[config.mk]
export PLATFORM = sky130hd
export DESIGN_NAME = fetch_unit
export DESIGN_NICKNAME = d
export VERILOG_FILES = /design/src/rtl/fetch_unit.sv
export SDC_FILE = /design/constraint.sdc
export NUM_CORES = 1
export LEC_CHECK = 0
export BUFFER_PORTS_ARGS = -buffer_cell sky130_fd_sc_hd__buf_2
export CORE_ASPECT_RATIO = 1.75
export CORE_UTILIZATION = 27
export CTS_CLUSTER_SIZE = 20
export DETAILED_ROUTE_END_ITERATION = 10
export PLACE_DENSITY_LB_ADDON = 0.12
export SLEW_MARGIN = 30
export SYNTH_ARGS = -nofsm -noshare
export SYNTH_HDL_FRONTEND = slang
export SYNTH_SLANG_ARGS = --single-unit
[constraint.sdc]
create_clock -name clk -period 4.05 [get_ports clk]
set_input_delay 0.81 -clock clk [delete_from_list [all_inputs] [get_ports clk]]
set_output_delay 0.81 -clock clk [all_outputs]
set_load 0.02 [all_outputs]
[src/rtl/fetch_unit.sv]
// Instruction fetch sequencer: PC, imem req/ready fetch, decode valid/accept, jump/branch redirect, halt.
// Optional FETCH_STATS_EN adds fetch_count / redirect_count outputs.
module fetch_unit #(
  parameter logic [31:0] RESET_PC    = 32'h0000_0000,
  parameter logic [5:0]  HALT_OPCODE = 6'b111111
) (
  input  logic        clk,
  input  logic        rst,
  output logic        imem_req,
  output logic [31:0] imem_addr,
  input  logic        imem_ready,
  input  logic [31:0] imem_rdata,
  output logic [31:0] instr,
  output logic [5:0]  opcode,
  output logic        instr_valid,
  input  logic        instr_accept,
  input  logic        jump,
  input  logic [25:0] jump_target,
  input  logic        branch,
  input  logic        zero,
  input  logic [31:0] branch_offset,
  output logic [31:0] pc_out,
`ifdef FETCH_STATS_EN
  output logic [31:0] fetch_count,
  output logic [31:0] redirect_count,
`endif
  output logic        halted
);

  localparam logic [1:0] BOOT  = 2'd0;
  localparam logic [1:0] FETCH = 2'd1;
  localparam logic [1:0] HOLD  = 2'd2;
  localparam logic [1:0] HALT  = 2'd3;

  logic [1:0]  state_q, state_d;
  logic [31:0] pc_q, pc_d;
  logic [31:0] instr_q, instr_d;
  logic [31:0] pc_out_q, pc_out_d;
  logic [31:0] pc4;
  logic        fetch_hit;
  logic        redirect;

  assign pc4       = pc_q + 32'd4;
  assign fetch_hit = (state_q == FETCH) && imem_ready;

  always_comb begin
    state_d  = state_q;
    pc_d     = pc_q;
    instr_d  = instr_q;
    pc_out_d = pc_out_q;
    redirect = 1'b0;
    case (state_q)
      BOOT: state_d = FETCH;
      FETCH: begin
        if (imem_ready) begin
          instr_d  = imem_rdata;
          pc_out_d = pc_q;
          state_d  = (imem_rdata[31:26] == HALT_OPCODE) ? HALT : HOLD;
        end
      end
      HOLD: begin
        // Control inputs belong to the held instruction and are only meaningful on accept.
        if (instr_accept) begin
          state_d = FETCH;
          if (jump) begin
            pc_d     = {pc4[31:28], jump_target, 2'b00};
            redirect = 1'b1;
          end else if (branch && zero) begin
            pc_d     = pc4 + (branch_offset << 2);
            redirect = 1'b1;
          end else begin
            pc_d = pc4;
          end
        end
      end
      HALT:    state_d = HALT;
      default: state_d = BOOT;
    endcase
  end

  always_ff @(posedge clk or posedge rst) begin
    if (rst) begin
      state_q  <= BOOT;
      pc_q     <= RESET_PC;
      instr_q  <= 32'd0;
      pc_out_q <= 32'd0;
    end else begin
      state_q  <= state_d;
      pc_q     <= pc_d;
      instr_q  <= instr_d;
      pc_out_q <= pc_out_d;
    end
  end

`ifdef FETCH_STATS_EN
  logic [31:0] fetch_count_q, redirect_count_q;

  always_ff @(posedge clk or posedge rst) begin
    if (rst) begin
      fetch_count_q    <= 32'd0;
      redirect_count_q <= 32'd0;
    end else begin
      if (fetch_hit) fetch_count_q <= fetch_count_q + 32'd1;
      if (redirect)  redirect_count_q <= redirect_count_q + 32'd1;
    end
  end

  assign fetch_count    = fetch_count_q;
  assign redirect_count = redirect_count_q;
`else
  logic unused_stats;
  assign unused_stats = fetch_hit ^ redirect;
`endif

  assign imem_req    = (state_q == FETCH);
  assign imem_addr   = pc_q;
  assign instr_valid = (state_q == HOLD);
  assign halted      = (state_q == HALT);
  assign instr       = instr_q;
  assign opcode      = instr_q[31:26];
  assign pc_out      = pc_out_q;

endmodule

==> summary.txt, run 1 <==
Max VDD drop: 0.268 mV
Cts repair resizes: 0
Via count: 6074
Layout cells sized above 1: 37.0%
Clock sink count: 94
Final #Nets: 1029
CP Cell Sequence: nand3_1 -> nor3_1 -> buf_4 -> and2_1 -> and4_1 -> xor2_1 -> ha_1 -> a21o_1 -> a21o_1 -> a221oi_1 -> o21ai_2 -> nand4_1 -> mux2_1 -> a21oi_1
CP dominant cell by count: a21o_1
Clk network pwr share: 15.8%
Antenna viol nets, final: 0
Synthesized cell area: 6530 um2
Clk root buf: clkbuf_16
Ant diodes: 0
RSZ-0062 raised after global routing: no
Rows: 75
Buffers on Ports: 195
Dpl hpwl: 19300 um
Worst skew pair latency: 0.37 ns
Relative slew slack: 49.0%
Yosys reg bits: 94
Critical path data arrival time: 4.01 ns
Kind of cell adding the most delay to the critical path: simple AND/OR/NAND/NOR gates
Critical path class: reg -> reg
CTS buffer count: 9
FFs w/ async S/R, synth: 100%
Number of vias per cell: 5.03
Die W: 120 um
GRT Overall Usage: 20.3%
Final WL: 24500 um
Final Skew: 0.0120 ns
Vias in the first global route: 6290
Final Max Slew Viols: 0
Max Cap Violations: 0
FILL cells: 2522
H-tree lvl count: 3
Crit end category: flop
Sequential fraction of the synthesis area: 36.0%
Initial core utilization: 27.4%
Tcrit/Tclk final: 91.8%
Minimum clock period after layout: 3.72 ns
Startpoint Class: flop
Worst-path clk slew: 0.08 ns
Post-CTS Setup Inserts: 0
Fmax achieved: 269 MHz
Min-Delay Path Class: reg -> reg
Area growth syn-to-layout: 27.0%
Iteration-0 DRC Markers: 213
Syn Inst Count: 687
Die H: 208 um
Mean post-synth cell area: 9.51 um2
Largest net degree at the start of global routing: 55
Clock tree from TritonCTS: yes
Slowest CP cell: dfrtp_1
Worst Path Required: 4.35 ns
Drt first pass iters: 5
Status: finished, final reports clean
Psw: 2730 uW
Cell variety after synth: 72
Post-synth EDFFs: 0
Gp weighted congestion: 0.860
CTS Hold Bufs: 0
Syn. warnings: 0
PD cells: 703 nW/um2
Initial antenna violation count: 0
GRT Residual Overflow: 0
CP peak stage delay: 0.47 ns
Clock buffer depth: 2
Crit-path max FO: 6
Least-Margin Pin Slew: 0.762 ns
Worst path bufs/invs: 1
Sw frac: 46.7%
I/O Pins: 202
Setup TNS: 0 ns
Part of the power in registers: 27.4%
Internal power: 3110 uW
DRC: 0
Leakage: 0.00428 uW
WL/cell: 20.3 um
Comb pwr share: 56.8%
Final hold vios: 0
# setup viols final: 0
Core area: 23800 um2
Die area: 24800 um2
Pwr Total: 5830 uW
First-pass GRT wire length: 37600 um
Top_reg_cell synth: dfrtp_1
-- logic make-up (layout without fill, tap and decap cells) --
group                      count (synthesis)  after routing  synth area share (%)
muxes                                     64             64                  11.0
DFF                                       94             94                  36.0
AOI/OAI and AO/OA                        174            174                  18.2
adders and majority gates                 38             38                  7.39
other                                      1              4                0.0574
xor gates and xnor gates                  46             46                  6.17
and+or+nand+nor                          213            213                  16.8
buffers and inverters                     57            266                  4.40
-- registers in the layout, indices dropped and copies added (netlist names) --
register and cells:
imem_addr 30, instr 32, state_q 2, pc_out 30
-- stage by stage --
step | std cells | setup slack (ns) | area [um2] | util (%) | hold slack, ns
6_report | 1207 | 0.334 | 8300 | 34.8 | 0.480
5_1_grt | 1207 | 0.0329 | 8300 | 34.8 | 0.516
4_1_cts | 1207 | 0.342 | 8300 | 34.8 | 0.483
3_5_place_dp | 1191 | 0.377 | 7990 | 33.5 | 0.466
3_3_place_gp | 1191 | 0.362 | 7990 | 33.5 | 0.463
2_1_floorplan | 690 | 0.645 | 6550 | - | 0.521
-- worst register-to-register path, stage by stage (launching register included) --
cell      delay (ns)
dfrtp_1         0.47
nand3_1         0.19
nor3_1          0.22
buf_4           0.19
and2_1          0.30
and4_1          0.25
xor2_1          0.24
ha_1            0.30
a21o_1          0.21
a21o_1          0.19
a221oi_1        0.33
o21ai_2         0.16
nand4_1         0.14
mux2_1          0.33
a21oi_1         0.14
-- cell type report --
cell class / instances / area [um2] / share of cell area [%]
Clock buffer: 9 / 225 / 2.71
Clock inverter: 7 / 77.6 / 0.935
Inverter: 15 / 58.8 / 0.709
Multi-Input combinational cell: 539 / 3910 / 47.1
Sequential cell: 94 / 2350 / 28.4
Tap cell: 308 / 385 / 4.65
Timing Repair Buffer: 235 / 1290 / 15.5
-- routing by layer --
metal,part of all wire (%),global-route usage (%),vias up,wire length [um]
li1,-,-,2929,-
met1,37,21.4,2925,9040
met2,56,39.3,180,13700
met3,3.7,2.55,40,915
met4,3.4,8.66,0,835
met5,0,0,-,0
-- cells in the final DEF (no fill, tap or decap), types with 5 or more instances in the layout --
| cell | Yosys | routed |
|---|---|---|
| buf_2 | 2 | 195 |
| dfrtp_1 | 94 | 94 |
| nand2_1 | 65 | 64 |
| mux2_2 | 61 | 61 |
| nor2_1 | 47 | 47 |
| a21oi_1 | 40 | 40 |
| buf_4 | 12 | 39 |
| ha_1 | 37 | 37 |
| o21ai_0 | 28 | 28 |
| xnor2_1 | 25 | 25 |
| xor2_1 | 21 | 21 |
| a21o_1 | 18 | 18 |
| nand3_1 | 18 | 18 |
| nand4_1 | 16 | 16 |
| nor3_1 | 15 | 15 |
| and3_1 | 15 | 15 |
| inv_1 | 15 | 14 |
| o21ai_1 | 11 | 11 |
| clkbuf_16 | 0 | 9 |
| o211ai_1 | 8 | 8 |
| a31oi_1 | 8 | 8 |
| and4_1 | 7 | 7 |
| o22ai_1 | 6 | 6 |
| and2_1 | 5 | 5 |
| o21bai_1 | 5 | 5 |
| a211oi_1 | 5 | 5 |
-- power groups by stage --
stage / logic (uW) / clock network [uW] / registers (uW)
global placement: 3330 / 0 / 1610
global route: 3620 / 984 / 1660
CTS: 3340 / 949 / 1600
detailed placement: 3330 / 0 / 1620
finish: 3310 / 920 / 1600
floorplan: 1740 / 0 / 2060
-- synthesized netlist by cell type (3+ instances only) --
library cell  instances  area share (%)
o21ai_1              11            0.84
buf_1                 3            0.17
inv_1                15            0.86
o21ai_0              28             2.1
and2_1                5            0.48
o211a_1               4            0.61
o221ai_1              4            0.54
o21bai_1              5            0.57
ha_1                 37             7.1
nor3b_1               3            0.34
nand4_1              16             1.5
a21oi_1              40             3.1
o22ai_1               6            0.57
a21o_1               18             2.1
nand3_1              18             1.4
nor2_1               47             2.7
or3_1                 4            0.38
and3_1               15             1.4
nor3_1               15             1.1
mux2_2               61              11
and4_1                7            0.94
nand2_1              65             3.7
a211oi_1              5            0.57
o211ai_1              8            0.92
nor4_1                3            0.29
o31ai_1               3            0.34
nand3b_1              3            0.34
buf_4                12             1.4
a31oi_1               8            0.77
clkbuf_1             22             1.3
xor2_1               21             2.8
dfrtp_1              94              36
xnor2_1              25             3.4
-- path summary, 6_finish.rpt --
check                                   from            end  slack [ns]  cells past startpoint
worst max-delay path            imem_addr[3]  imem_addr[30]        0.33                     14
worst min-delay path               pc_out[2]      pc_out[2]        0.48                      2
worst max register to register  imem_addr[3]  imem_addr[30]        0.33                     14
worst min register to register     pc_out[2]      pc_out[2]        0.48                      2
max in group asynchronous                rst      pc_out[9]        2.66                      3
min in group asynchronous                rst      instr[24]        0.57                      2
No activity file was read; power rests on OpenSTA's default activity.
==> run 2, diff against run 1 <==
==> constraint.sdc (replaced) <==
create_clock -name clk -period 3.05 [get_ports clk]
set_input_delay 0.61 -clock clk [delete_from_list [all_inputs] [get_ports clk]]
set_output_delay 0.61 -clock clk [all_outputs]
set_load 0.02 [all_outputs]
==> summary.txt, run 2 (synthesis gave the netlist of run 1 again) <==
Startpoint Class: flop
Final Max Slew Viols: 0
RSZ-0062 raised after global routing: yes
Die H: 208 um
Relative slew slack: 62.9%
Violated checks: setup timing
DRC: 0
Die area: 24800 um2
Area growth syn-to-layout: 57.9%
CTS buffer count: 9
GRT Residual Overflow: 0
Rows: 75
Status: finished with violations
Min-Delay Path Class: in -> async
Final WL: 25500 um
Layout cells sized above 1: 57.6%
R2R Setup Slk: -0.29 ns
CP Cell Sequence: buf_6 -> nand2_4 -> nor3_4 -> buf_6 -> and2_4 -> and4_4 -> xor2_4 -> buf_4 -> ha_4 -> buf_6 -> nand2_4 -> or3_4 -> o21ai_4 -> nand4_1 -> mux2_4 -> a21oi_2
Final hold vios: 0
Setup TNS: -2.00 ns
Final Skew: 0.0114 ns
Placed inst area: 9060 um2
Fmax achieved: 299 MHz
Max FFs per register: 32
Least-Margin Pin Slew: 0.557 ns
First-pass GRT wire length: 38500 um
Critical path data arrival time: 3.65 ns
Crit path setup slack, layout: -0.294 ns
Buffers on Ports: 195
Clk root buf: clkbuf_16
CP dominant cell by count: buf_6
Die W: 120 um
Clock tree from TritonCTS: yes
Max VDD drop: 0.449 mV
Largest net degree at the start of global routing: 42
Gp weighted congestion: 0.842
Tcrit/Tclk final: 110%
Iteration-0 DRC Markers: 249
Antenna viol nets, final: 0
Placed Cells: 1321
Initial antenna violation count: 1
Via count: 6753
Most common cell after layout, fill and taps aside: buf_2
Crit end category: flop
CP peak stage delay: 0.39 ns
# setup viols final: 12
Crit-path max FO: 4
FF-to-FF path depth: 16
Minimum clock period after layout: 3.34 ns
Number of vias per cell: 4.92
Vias in the first global route: 6980
Setup WS pre-CTS: -0.497 ns
Final #Nets: 1194
Max Cap Violations: 0
Slowest CP cell: dfrtp_2
Final instance area: 10300 um2
Initial core utilization: 27.4%
Critical path class: reg -> reg
I/O Pins: 202
PD cells: 921 nW/um2
Dpl hpwl: 20000 um
WL/cell: 18.6 um
Worst skew pair latency: 0.38 ns
Commonest cells after routing, fill and taps aside: buf_2, buf_4, dfrtp_1, mux2_2, nand2_1
Worst-path clk slew: 0.08 ns
Clock buffer depth: 2
Core area: 23800 um2
Drt first pass iters: 5
H-tree lvl count: 3
Worst Path Required: 3.36 ns
Leakage: 0.00524 uW
Finished Layout Cells: 1373
Clock sink count: 94
Worst reg2reg endpoint: imem_addr[30]
R2r startpoint: imem_addr[6]
GRT Overall Usage: 20.9%
## run 2: layout make-up
class                      count  area [um2]
antenna                        1        2.50
clock buffer                   9         225
clock inverter                 7        65.1
fill                        2466       13500
inverter                      15        60.1
multi-input combinational    539        4620
sequential                    94        2370
tap                          308         385
timing repair buffer         400        2580
## run 2: critical path: cells and delay by family (launching register included)
kind	cells	cell delay (ns)
muxes	1	0.34
xor gates and xnor gates	1	0.08
adders and majority gates	1	0.28
AOI/OAI and AO/OA	2	0.35
and+or+nand+nor	7	1.31
DFF	1	0.39
buffers and inverters	4	0.51
## run 2: through the flow
step / hold slack, ns / total power, uW / util (%)
finish: 0.188 / 9500 / 43.3
global route: 0.204 / 10100 / 43.3
CTS: 0.175 / 9140 / 41.5
detailed placement: 0.465 / 7470 / 38.0
global placement: 0.460 / 7460 / 38.0
floorplan: 0.521 / 5140 / -
## run 2: layer usage
layer / wire, um / GRT usage (%) / part of all wire [%]
met3: 897 / 2.53 / 3.5
met2: 13900 / 39.4 / 54
met4: 1290 / 12.2 / 5.1
met1: 9460 / 21.6 / 37
met5: 0 / 0 / 0
## run 2: how the worst max path moves through the flow
stage,startpoint,end,slack (ns),cells after the start
after floorplan,imem_addr[7],imem_addr[31],-0.12,15
after global placement,imem_addr[8],imem_addr[30],-0.47,14
after detailed placement,imem_addr[8],imem_addr[30],-0.50,15
after CTS,imem_addr[2],imem_addr[30],-0.23,14
after global routing,imem_addr[6],imem_addr[31],-0.44,15
final,imem_addr[6],imem_addr[30],-0.29,16
## run 2: what timing repair did
item / in CTS / in global routing
pin swaps: 65 / 67
setup endpoints to repair: 19 / 23
gates cloned: 0 / 0
gates resized for setup: 74 / 64
buffers inserted: 26 / 9
hold buffers: 0 / 0
## run 2: report_power, final
group          leakage, uW  internal, uW  switching (uW)
clock             0.000140           574             588
sequential         0.00119          1750             304
combinational      0.00391          2990            3290
total              0.00524          5310            4180
